$ cat config.mk
export PLATFORM = sky130hd
export DESIGN_NAME = alarm_ctrl_fsm
export DESIGN_NICKNAME = d
export VERILOG_FILES = /design/src/rtl/alarm_ctrl_fsm_pkg.sv /design/src/rtl/alarm_ctrl_fsm_timeout_cnt.sv /design/src/rtl/alarm_ctrl_fsm.sv
export SDC_FILE = /design/constraint.sdc
export NUM_CORES = 1
export LEC_CHECK = 0
export BUFFER_PORTS_ARGS = -buffer_cell sky130_fd_sc_hd__clkbuf_2
export CELL_PAD_IN_SITES_DETAIL_PLACEMENT = 1
export CELL_PAD_IN_SITES_GLOBAL_PLACEMENT = 2
export CORE_ASPECT_RATIO = 0.75
export CORE_MARGIN = 8
export CORE_UTILIZATION = 28
export DETAILED_ROUTE_END_ITERATION = 12
export HOLD_SLACK_MARGIN = 0.05
export PLACE_DENSITY_LB_ADDON = 0.12
export SLEW_MARGIN = 20
export SYNTH_ARGS = -nofsm -noshare
export SYNTH_HDL_FRONTEND = slang
export SYNTH_HIERARCHICAL = 1
export SYNTH_SLANG_ARGS = --single-unit
$ cat constraint.sdc
create_clock -name clock -period 1.9 [get_ports clock]
set_input_delay 0.38 -clock clock [delete_from_list [all_inputs] [get_ports clock]]
set_output_delay 0.38 -clock clock [all_outputs]
set_load 0.01 [all_outputs]
$ cat src/rtl/alarm_ctrl_fsm_pkg.sv
// Shared alarm-clock definitions: FSM state codes, key codes
// and control bundle, reused by keypad scanner and benches.
package alarm_clock_defs;

  localparam int         TIMEOUT_SEC_DEF = 10;
  localparam int         CNT_W           = 4;
  localparam logic [3:0] NOKEY           = 4'd10;
  localparam logic [3:0] KEY_MAX         = 4'd9;

  typedef enum logic [2:0] {
    SHOW_TIME  = 3'd0,
    KEY_STORED = 3'd1,
    KEY_WAITED = 3'd2,
    KEY_ENTRY  = 3'd3,
    SHOW_ALARM = 3'd4
  } state_t;

  typedef struct packed {
    logic shift;
    logic load_new_a;
    logic load_new_c;
    logic reset_count;
    logic show_a;
    logic show_current_time;
  } ctrl_t;

  function automatic logic key_is_digit(
    input logic [3:0] k
  );
    return k <= KEY_MAX;
  endfunction

  function automatic logic is_entry_state(
    input state_t s
  );
    return (s == KEY_STORED) ||
           (s == KEY_WAITED) ||
           (s == KEY_ENTRY);
  endfunction

endpackage

$ cat src/rtl/alarm_ctrl_fsm_timeout_cnt.sv
// Clearable one-second tick counter that saturates on its
// last count and flags the tick that lands on it.
import alarm_clock_defs::*;

module alarm_timeout_cnt #(
  parameter int LIMIT = TIMEOUT_SEC_DEF
) (
  input  logic clock,
  input  logic reset_n,
  input  logic i_clr,
  input  logic i_tick,
  output logic o_timeout
);

  localparam logic [CNT_W-1:0] LAST = CNT_W'(LIMIT - 1);

  logic [CNT_W-1:0] r_cnt;
  logic             w_last;

  assign w_last    = (r_cnt == LAST);
  assign o_timeout = w_last && i_tick;

  // Holding at LAST keeps the timeout armed for the next tick.
  always_ff @(posedge clock) begin
    if (!reset_n) begin
      r_cnt <= '0;
    end else if (i_clr) begin
      r_cnt <= '0;
    end else if (i_tick && !w_last) begin
      r_cnt <= r_cnt + 1'b1;
    end
  end

endmodule

$ cat src/rtl/alarm_ctrl_fsm.sv
// Alarm clock control FSM: keypad entry, alarm/time loading
// and LCD display selection, all outputs registered.
import alarm_clock_defs::*;

module alarm_ctrl_fsm #(
  parameter int TIMEOUT_SEC = TIMEOUT_SEC_DEF
) (
  input  logic       clock,
  input  logic       reset_n,
  input  logic       one_second,
  input  logic [3:0] key,
  input  logic       alarm_button,
  input  logic       time_button,
  output logic       shift,
  output logic       load_new_a,
  output logic       load_new_c,
  output logic       reset_count,
  output logic       show_a,
  output logic       show_current_time
);

  state_t r_state;
  state_t w_next;
  ctrl_t  r_ctrl;
  ctrl_t  w_ctrl;
  logic   w_key_valid;
  logic   w_timeout;
  logic   w_load_a;
  logic   w_load_c;
  logic   w_cnt_clr;
  logic   w_cnt_tick;

  assign w_key_valid = key_is_digit(key);
  assign w_cnt_clr   = (w_next == KEY_STORED);
  assign w_cnt_tick  = one_second &&
                       ((r_state == KEY_WAITED) ||
                        (r_state == KEY_ENTRY));

  alarm_timeout_cnt #(
    .LIMIT (TIMEOUT_SEC)
  ) u_tmo (
    .clock     (clock),
    .reset_n   (reset_n),
    .i_clr     (w_cnt_clr),
    .i_tick    (w_cnt_tick),
    .o_timeout (w_timeout)
  );

  always_ff @(posedge clock) begin
    if (!reset_n) begin
      r_state <= SHOW_TIME;
      r_ctrl  <= '0;
    end else begin
      r_state <= w_next;
      r_ctrl  <= w_ctrl;
    end
  end

  always_comb begin
    w_next   = r_state;
    w_load_a = 1'b0;
    w_load_c = 1'b0;
    case (r_state)
      SHOW_TIME: begin
        if (alarm_button) begin
          w_next = SHOW_ALARM;
        end else if (w_key_valid) begin
          w_next = KEY_STORED;
        end
      end
      KEY_STORED: begin
        w_next = KEY_WAITED;
      end
      KEY_WAITED: begin
        if (!w_key_valid) begin
          w_next = KEY_ENTRY;
        end else if (w_timeout) begin
          w_next = SHOW_TIME;
        end
      end
      KEY_ENTRY: begin
        if (alarm_button) begin
          w_next   = SHOW_TIME;
          w_load_a = 1'b1;
        end else if (time_button) begin
          w_next   = SHOW_TIME;
          w_load_c = 1'b1;
        end else if (w_key_valid) begin
          w_next = KEY_STORED;
        end else if (w_timeout) begin
          w_next = SHOW_TIME;
        end
      end
      SHOW_ALARM: begin
        if (!alarm_button) begin
          w_next = SHOW_TIME;
        end
      end
      default: begin
        w_next = SHOW_TIME;
      end
    endcase
  end

  // KEY_STORED lasts one cycle, so shift is a single pulse.
  always_comb begin
    w_ctrl                   = '0;
    w_ctrl.shift             = (w_next == KEY_STORED);
    w_ctrl.load_new_a        = w_load_a;
    w_ctrl.load_new_c        = w_load_c;
    w_ctrl.reset_count       = w_load_c;
    w_ctrl.show_a            = (w_next == SHOW_ALARM);
    w_ctrl.show_current_time = is_entry_state(w_next);
  end

  assign shift             = r_ctrl.shift;
  assign load_new_a        = r_ctrl.load_new_a;
  assign load_new_c        = r_ctrl.load_new_c;
  assign reset_count       = r_ctrl.reset_count;
  assign show_a            = r_ctrl.show_a;
  assign show_current_time = r_ctrl.show_current_time;

endmodule

==> impl_results.md <==
* VDD IR max at 262 µV
* I/O Pins at 15
* Die footprint at 3550 µm²
* Synthesized area at 529 µm²
* Antenna violations before repair at 0
* GPL Wtd Cong at 0.692
* Pins Over Slew Limit at 0
* Vias at 451
* Share of flip-flops with an asynchronous set or reset at 0
* Origin of the critical flop-to-flop path: r_state[1]$_SDFF_PN0_
* Top-count cell post-synth: dfxtp_1
* Share of layout cells above drive strength 1 at 0.247
* Commonest cells post-synth: 12 x dfxtp_1, 6 x nor2_1, 4 x inv_1, 4 x nand2_1, 3 x nor3_1
* Global route total overflow at 0
* F_max at 590 MHz
* Final hold vios at 0
* PnR worst setup slack at 0.204 ns
* Clk root buf: clkbuf_4
* Largest net degree at the start of global routing at 7
* Setup violations, final at 0
* Sequential area share after synthesis at 0.454
* Internal Pwr Total at 363 µW
* Core ar. at 1760 µm²
* Relative slew margins at 0.842
* Synth area leaders: dfxtp_1 45%, ha_1 4.7%, nor2_1 4.3%, xor2_1 3.3%, nor3_1 2.8%
* Design area at 637 µm²
* R2R cell count at 7
* Yosys top cell area share at 0.454
* Final period util at 0.892
* Ys flop type: dfxtp_1
* Site Rows at 13
* CP endpoint kind: register
* Unrepaired setup endpoints after global routing: false
* CP Launch Type: register
* Setup TNS at 0 ns
* All-Layer GR Usage at 0.0771
* P&R area growth vs syn at 20.3%
* Yosys top cell by area: dfxtp_1
* # DRC at 0
* Routed vias/inst at 4.75
* Hpwl dp at 969 µm
* Min cycle time layout at 1.70 ns
* Hold Buf Count CTS at 0
* Sequential Power Share at 0.564
* Post-DRT Antenna Nets at 0
* DP Cell Count at 92
* Total power at 479 µW
* Clock tree buffer depth at 2
* Clk pwr share at 0.314
* CTS tree: built
* Synth Register Bits at 12
* Hold Path Stages at 3
* Min-delay worst type: primary input to register
* Leakage power at 0.282 nW
* Maximum capacitance violations at 0
* H-tree levels at 1
* Comb pwr share at 0.122
* FF-to-FF End: show_current_time$_SDFF_PN0_
* Status: complete, no violations
* Final nets at 86
* Clock Skews at 0.000729 ns
* # port buffers at 13
* Slew @ Worst Pin at 0.236 ns
* Setup Buffers After CTS at 0
* Die Ht at 53.7 µm
* Power Density at 753 nW/µm²
* Clock Latency Late Sink at 0.27 ns
* Yosys cell types at 28
* Synthesis Warnings at 6
* Fill count at 213
* Mean Syn Cell Area at 9.13 µm²
* Clk slew on worst S/H paths at 0.07 ns
* P_sw at 116 µW
* Critical Path AT at 1.85 ns
* CP Capture Point: show_current_time$_SDFF_PN0_
* Non-Filler Instances at 95
* Gate Count Post-Synth at 58
* Average wire per standard cell at 12.8 µm
* Syn_nets at 69
* Drt total wl at 1.21 mm
* Net Sw Frac at 0.242
* Crit Path Category: register to register
* Vias in the first global route at 456
* EDFF count, synth at 0
* CP Launch Point: r_state[1]$_SDFF_PN0_
* Pre-antenna DRT Iters at 4
* Max FO, Critical Path at 5
* Clock sink count at 12
* Die W at 66.2 µm
* Required time of the critical path at 2.05 ns
* Antenna cells at 0
* Post_cts resized at 0
* Place WS at 0.247 ns
* Initial Util at 0.301
* Global-route wire length before repair at 2.02 mm
* FF-to-FF setup slack at 0.20 ns
* Num CTS Buffers at 3
* Post-DP Area at 614 µm²
* DR iter-0 viols at 7
[layout make-up]
class	instances	area (µm²)	area share
inverter	4	15.0	0.0236
multi-input combinational	41	267	0.418
timing repair buffer	13	65.1	0.102
clock buffer	3	22.5	0.0354
sequential	12	240	0.377
tap	22	27.5	0.0432
[layout by cell type, fill, tap and decap left out]
cell type,netlist,layout
nor3_1,3,3
nor3b_1,1,1
xor2_1,2,2
nor2_1,6,6
o21ai_1,1,1
a2111o_1,1,1
dfxtp_1,12,12
a21oi_1,2,2
and2_1,1,1
nand2_1,4,4
nor2b_1,2,2
and3_1,1,1
nand3b_1,2,2
a21boi_1,2,2
nand4_1,1,1
o21bai_1,1,1
o21ai_0,1,1
nand2b_1,1,1
o31ai_1,1,1
ha_1,2,2
inv_1,4,4
nand3_1,1,1
clkbuf_4,0,3
or2_4,1,1
o21a_4,1,1
and3b_1,1,1
clkbuf_2,0,13
a31oi_1,1,1
or3_1,1,1
[flip-flops by register name, indices dropped and copies added, names as in the netlist]
signal and flops:
r_state 3, reset_count 1, u_tmo/r_cnt 4, load_new_a 1
shift 1, show_a 1, show_current_time 1
[critical path, cell delays in order, from the launching register on]
cell	delay [ns]
dfxtp_1	0.40
nor2b_1	0.26
and2_1	0.24
inv_1	0.08
nor2_1	0.22
nor3b_1	0.08
o21bai_1	0.19
a31oi_1	0.10
[cell families after synthesis]
| kind of cell | after synthesis | share of synthesized area |
|---|---|---|
| AO/OA/AOI/OAI | 11 | 0.156 |
| XOR/XNOR | 2 | 0.0331 |
| adder cells (fa/ha/maj) | 2 | 0.0473 |
| buffers and inverters | 5 | 0.0426 |
| flip-flops | 12 | 0.454 |
| AND/OR/NAND/NOR | 26 | 0.267 |
[power groups by stage]
stage	Sequential, mW	Clock, mW	Combinational (mW)
6_report	0.270	0.151	0.0585
5_1_grt	0.271	0.173	0.0660
3_5_place_dp	0.275	0	0.0591
4_1_cts	0.270	0.160	0.0594
2_1_floorplan	0.276	0	0.0337
3_3_place_gp	0.275	0	0.0591
[worst min path at each step]
| stage | slack [ns] | startpoint | end |
|---|---|---|---|
| final | 0.34 | time_button | reset_count$_SDFF_PP0_ |
| after global routing | 0.33 | time_button | reset_count$_SDFF_PP0_ |
| after CTS | 0.33 | time_button | reset_count$_SDFF_PP0_ |
| after detailed placement | 0.54 | r_state[0]$_SDFF_PN0_ | load_new_a$_SDFF_PN0_ |
| after global placement | 0.53 | u_tmo/r_cnt[3]$_SDFFE_PP0P_ | u_tmo/r_cnt[3]$_SDFFE_PP0P_ |
| after floorplan | 0.46 | alarm_button | reset_count$_SDFF_PP0_ |
[through the flow]
stage	utilization	hold slack, ns
finish	0.363	0.339
global route	0.363	0.327
CTS	0.363	0.329
detailed placement	0.350	0.538
global placement	0.350	0.535
floorplan	-	0.457
[layer usage]
layer  share of wire  global-route usage
met3           0.089              0.0497
met1            0.50              0.0910
met2            0.39               0.104
met4           0.019              0.0424
met5               0                   0
Power figures use the tool's default switching activity.
